`config.mk`:
```
export PLATFORM = sky130hd
export DESIGN_NAME = boot_loader
export DESIGN_NICKNAME = d
export VERILOG_FILES = /design/src/rtl/boot_loader.sv
export SDC_FILE = /design/constraint.sdc
export NUM_CORES = 1
export LEC_CHECK = 0
export BUFFER_PORTS_ARGS = -buffer_cell sky130_fd_sc_hd__buf_2
export CORE_UTILIZATION = 30
export CTS_BUF_LIST = sky130_fd_sc_hd__clkbuf_8
export DETAILED_ROUTE_END_ITERATION = 10
export PLACE_DENSITY_LB_ADDON = 0.1
export SLEW_MARGIN = 20
export SYNTH_ARGS = -nofsm -noshare
export SYNTH_HDL_FRONTEND = slang
export SYNTH_SLANG_ARGS = --single-unit
```
`constraint.sdc`:
```
create_clock -name clk -period 2.3 [get_ports clk]
set_clock_uncertainty 0.1 [all_clocks]
set_input_delay 0.23 -clock clk [delete_from_list [all_inputs] [get_ports clk]]
set_output_delay 0.23 -clock clk [all_outputs]
set_load 0.02 [all_outputs]
```
`src/rtl/boot_loader.sv`:
```
// Framed byte-stream loader for instruction/data memories; holds the CPU in
// reset until a RUN command arrives.
module boot_loader #(
  parameter int unsigned INSTR_MEM_SIZE = 1024,
  parameter int unsigned DATA_MEM_SIZE  = 1024,
  parameter int unsigned ADDR_W         = 16
) (
  input  logic              clk,
  input  logic              rst,
  input  logic              rx_valid,
  input  logic [7:0]        rx_data,
  output logic              rx_ready,
  output logic              im_we,
  output logic              dm_we,
  output logic [ADDR_W-1:0] mem_addr,
  output logic [7:0]        mem_wdata,
  output logic              cpu_rst_n,
  output logic              busy,
  output logic              err
);

  localparam logic [2:0] S_IDLE    = 3'd0;
  localparam logic [2:0] S_ADDR_LO = 3'd1;
  localparam logic [2:0] S_ADDR_HI = 3'd2;
  localparam logic [2:0] S_LEN_LO  = 3'd3;
  localparam logic [2:0] S_LEN_HI  = 3'd4;
  localparam logic [2:0] S_DATA    = 3'd5;
  localparam logic [2:0] S_CSUM    = 3'd6;
  localparam logic [2:0] S_RUN     = 3'd7;

  localparam logic [7:0] CMD_IM   = 8'hA5;
  localparam logic [7:0] CMD_DM   = 8'h5A;
  localparam logic [7:0] CMD_RUN  = 8'h3C;
  localparam logic [7:0] CMD_STOP = 8'hC3;

  logic [2:0]        state_q, state_d;
  logic [ADDR_W-1:0] addr_q, addr_d;
  logic [ADDR_W-1:0] cnt_q, cnt_d;
  logic [7:0]        len_lo_q, len_lo_d;
  logic [7:0]        csum_q, csum_d;
  logic              dm_sel_q, dm_sel_d;
  logic              im_we_d, dm_we_d, busy_d, cpu_rst_n_d, err_d;
  logic [ADDR_W-1:0] mem_addr_d;
  logic [7:0]        mem_wdata_d;
  logic              accept;
  logic              in_bounds;

  assign rx_ready = ~rst;
  assign accept   = rx_valid & ~rst;

  // State and all registered outputs
  always_ff @(posedge clk or posedge rst) begin
    if (rst) begin
      state_q   <= S_IDLE;
      addr_q    <= '0;
      cnt_q     <= '0;
      len_lo_q  <= '0;
      csum_q    <= '0;
      dm_sel_q  <= 1'b0;
      im_we     <= 1'b0;
      dm_we     <= 1'b0;
      mem_addr  <= '0;
      mem_wdata <= '0;
      cpu_rst_n <= 1'b0;
      busy      <= 1'b0;
      err       <= 1'b0;
    end else begin
      state_q   <= state_d;
      addr_q    <= addr_d;
      cnt_q     <= cnt_d;
      len_lo_q  <= len_lo_d;
      csum_q    <= csum_d;
      dm_sel_q  <= dm_sel_d;
      im_we     <= im_we_d;
      dm_we     <= dm_we_d;
      mem_addr  <= mem_addr_d;
      mem_wdata <= mem_wdata_d;
      cpu_rst_n <= cpu_rst_n_d;
      busy      <= busy_d;
      err       <= err_d;
    end
  end

  // Frame parser: next state, datapath updates and next output values
  always_comb begin
    state_d     = state_q;
    addr_d      = addr_q;
    cnt_d       = cnt_q;
    len_lo_d    = len_lo_q;
    csum_d      = csum_q;
    dm_sel_d    = dm_sel_q;
    err_d       = err;
    im_we_d     = 1'b0;
    dm_we_d     = 1'b0;
    mem_addr_d  = mem_addr;
    mem_wdata_d = mem_wdata;
    in_bounds   = dm_sel_q ? (32'(addr_q) < DATA_MEM_SIZE)
                           : (32'(addr_q) < INSTR_MEM_SIZE);

    if (accept) begin
      case (state_q)
        S_IDLE: begin
          case (rx_data)
            CMD_IM: begin
              state_d  = S_ADDR_LO;
              dm_sel_d = 1'b0;
              csum_d   = 8'h00;
            end
            CMD_DM: begin
              state_d  = S_ADDR_LO;
              dm_sel_d = 1'b1;
              csum_d   = 8'h00;
            end
            CMD_RUN: begin
              state_d = S_RUN;
              err_d   = 1'b0;
            end
            default: err_d = 1'b1;
          endcase
        end
        S_ADDR_LO: begin
          addr_d  = ADDR_W'(rx_data);
          csum_d  = csum_q + rx_data;
          state_d = S_ADDR_HI;
        end
        S_ADDR_HI: begin
          addr_d  = ADDR_W'({rx_data, addr_q[7:0]});
          csum_d  = csum_q + rx_data;
          state_d = S_LEN_LO;
        end
        S_LEN_LO: begin
          len_lo_d = rx_data;
          csum_d   = csum_q + rx_data;
          state_d  = S_LEN_HI;
        end
        S_LEN_HI: begin
          cnt_d   = ADDR_W'({rx_data, len_lo_q});
          csum_d  = csum_q + rx_data;
          state_d = ({rx_data, len_lo_q} == 16'd0) ? S_CSUM : S_DATA;
        end
        S_DATA: begin
          // Out-of-range bytes are consumed and flagged but never strobed
          if (in_bounds) begin
            im_we_d     = ~dm_sel_q;
            dm_we_d     = dm_sel_q;
            mem_addr_d  = addr_q;
            mem_wdata_d = rx_data;
          end else begin
            err_d = 1'b1;
          end
          addr_d = addr_q + ADDR_W'(1);
          cnt_d  = cnt_q - ADDR_W'(1);
          csum_d = csum_q + rx_data;
          if (cnt_q == ADDR_W'(1)) state_d = S_CSUM;
        end
        S_CSUM: begin
          if (rx_data != csum_q) err_d = 1'b1;
          state_d = S_IDLE;
        end
        S_RUN: begin
          if (rx_data == CMD_STOP) state_d = S_IDLE;
        end
        default: state_d = S_IDLE;
      endcase
    end

    busy_d      = (state_d != S_IDLE) && (state_d != S_RUN);
    cpu_rst_n_d = (state_d == S_RUN);
  end

endmodule
```
==> flow_summary.ini <==
[status]
status = complete, no violations

[grt]
grt_max_degree = 43
grt_pass1_vias = 3859
antenna_found_initial = 0
grt_overflow = 0
top_usage_layer = met2
met3_usage_pct = 2.96
grt_usage_pct = 18.3
grt_pass1_wl_um = 21900
met1_usage_pct = 26.7
grt_use_met2_pct = 27.0

[detailed_routing]
num_vias = 3979
dr.pass1.iters = 5
ant_nets = 0
drcViolationCount = 0
via_per_inst = 5.28
finalWirelength_um = 13600
wl_per_cell_um = 18.1
first_iter_violations = 363

[power_and_ir_drop]
ir_worst_vdd_mv = 0.460
p_sw_share_pct = 42.7
internal_power_mw = 4.05
pwr_density_cell_mw_per_mm2 = 1260
p_seq_share_pct = 33.6
p_leak_nw = 2.49
power_mw = 7.06
p_sw_mw = 3.02
power_frac_clock_pct = 16.2
combPwrFrac_pct = 50.2

[critical_path]
critPathTopFamily = simple AND/OR/NAND/NOR gates
path_max_fanout = 7
criticalPathCategory = reg2reg
r2r_slack_ps = 50
crit_arrival_ps = 2430
slowest_delay_ps = 510
r2r_start = addr_q[15]
cp-startpoint = addr_q[15]
worstPathCellList = or4_1, or4_4, nor2_8, clkbuf_16, mux2_4
startpoint_type = register
slowest_stage = or4_1
cp_num_buf_inv = 1
required_ps = 2480
crit_path_end_kind = register

[synthesis]
synth_ff_type = dfrtp_1
synth_top_family_by_area = simple AND/OR/NAND/NOR gates
synthAdderAreaFrac_pct = 4.34
synthSimpleGateAreaFrac_pct = 20.5
netlist_area_mm2 = 0.00450
ys_warn_count = 0
ys_types = 60
synth_xor_area_share_pct = 1.17
ys_seq_area_share_pct = 45.0
synth_compound_area_share_pct = 18.2
synthesis.instances = 478
synth_mux_area_share_pct = 6.76
synthArstFlopShare_pct = 100
synth_edf_count = 0
ys_seq_elements = 81
synth.avg_cell_area_um2 = 9.42
syn_nets = 504

[timing]
fmax_mhz = 445
grt_setup_unrepaired = true
worst_pin_slew_ps = 578
timing.final.crit_share_pct = 97.8
hold_violations = 0
fin_tns_setup_ps = 0
final-setup-viol-count = 0
maxSlewHeadroom_pct = 61.2
period_needed_ps = 2250
finalMaxSlewViolations = 0

[final_layout]
fin_cells = 754
area_delta_synth_final_pct = 24.8
diodes = 0
fin_nets = 591
final_core_utilization_pct = 38.5
layout-drive-gt1-share_pct = 28.4

[clock_tree]
clkLatencyLatePin_ps = 380
cts_num_sinks = 81
tritoncts = built
cts-root-buf = clkbuf_8
htree_levels = 3
cts_buffer_depth = 2
clk_pin_slew_ps = 100
cts_buffers = 9

[floorplan]
die_h_um = 124
boundaryPins = 41
rows = 44
die_w_um = 124
initial_utilization_pct = 30.8
core_area_mm2 = 0.0146
die_area_mm2 = 0.0155

[worst_hold_path]
min_from = rx_data[7]
min_path_type = in2reg

[place]
dp.final_hpwl_um = 9490
portBuffers = 40
place_congestion = 0.890
place_inst = 731

[job]
drv_cap = 0
synth_stat cells (4+ instances only):
master	instances	area share (%)
dfrtp_1	81	45
o21ai_0	54	6.0
nor2_1	42	3.5
nand2_1	39	3.3
a21oi_1	38	4.2
mux2_2	27	6.8
nor3_1	17	1.9
clkbuf_1	16	1.3
inv_1	15	1.3
ha_1	14	3.9
nand3_1	14	1.6
nor4_1	13	1.8
nor2b_1	9	1.3
a22oi_1	8	1.3
and3_1	6	0.83
a31oi_1	5	0.70
xor2_1	5	0.97
buf_2	4	0.44
o211ai_1	4	0.67
layout make-up:
| class | count | area, um2 |
|---|---|---|
| clock buffer | 9 | 124 |
| fill | 1476 | 8970 |
| tap | 184 | 230 |
| clock inverter | 7 | 86.3 |
| timing repair buffer | 100 | 703 |
| multi-input combinational | 358 | 2380 |
| inverter | 15 | 60.1 |
| sequential | 81 | 2030 |
cells by family after synthesis:
kind of cell	Yosys count
xor gates and xnor gates	6
and+or+nand+nor	172
DFF	81
muxes	27
AOI/OAI and AO/OA	138
adders and majority gates	15
buffers and inverters	39
through the flow:
stage	hold WS, ps	setup WS (ps)	area (um2)
detailed placement	375	12.8	5220
global route	134	-60.7	5620
floorplan	282	-444	4510
finish	146	51.1	5620
CTS	113	18.5	5440
global placement	374	-9.96	5220
power by group through the flow:
stage	combinational [mW]	sequential, mW	clock [mW]
6_report	3.54	2.38	1.15
5_1_grt	3.92	2.47	1.25
4_1_cts	3.32	2.36	1.20
3_5_place_dp	3.29	2.39	0
3_3_place_gp	3.27	2.38	0
2_1_floorplan	2.00	2.51	0
path summary, 6_finish.rpt:
check | end | depth (start not counted)
hold reg to reg | im_we | 1
min in group asynchronous | dm_sel_q | 4
max in group asynchronous | state_q[2] | 5
setup / recovery | mem_addr[2] | 5
hold / removal | len_lo_q[7] | 2
setup reg to reg | mem_addr[2] | 5
layout by cell type, fill, tap and decap left out, types with 13 or more instances in the layout:
| cell | Yosys | final |
|---|---|---|
| nor3_1 | 17 | 15 |
| nor2_1 | 42 | 42 |
| nand3_1 | 14 | 14 |
| ha_1 | 14 | 13 |
| mux2_4 | 0 | 13 |
| buf_4 | 1 | 54 |
| mux2_2 | 27 | 14 |
| buf_2 | 4 | 40 |
| o21ai_0 | 54 | 52 |
| dfrtp_1 | 81 | 80 |
| inv_1 | 15 | 14 |
| a21oi_1 | 38 | 38 |
| nand2_1 | 39 | 38 |
state kept, by name, indices dropped and copies added (netlist names):
register	count
cpu_rst_n	1
mem_wdata	8
cnt_q	16
dm_sel_q	1
addr_q	16
busy	1
csum_q	8
mem_addr	16
state_q	3
im_we	1
err	1
dm_we	1
len_lo_q	8
metal layers:
metal | share of wire (%) | vias up
li1 | - | 1919
met1 | 51 | 1952
met2 | 44 | 93
met3 | 4.3 | 15
met4 | 1.3 | 0
met5 | 0 | -
timing repair:
action	4_1_cts	5_1_grt
hold buffers	1	0
endpoints found under the setup margin	1	22
buffers inserted	0	5
resized for setup	1	22
endpoints found under the hold margin	39	0
gates cloned	0	1
pin swaps	0	2
No activity file was read; power rests on OpenSTA's default activity.
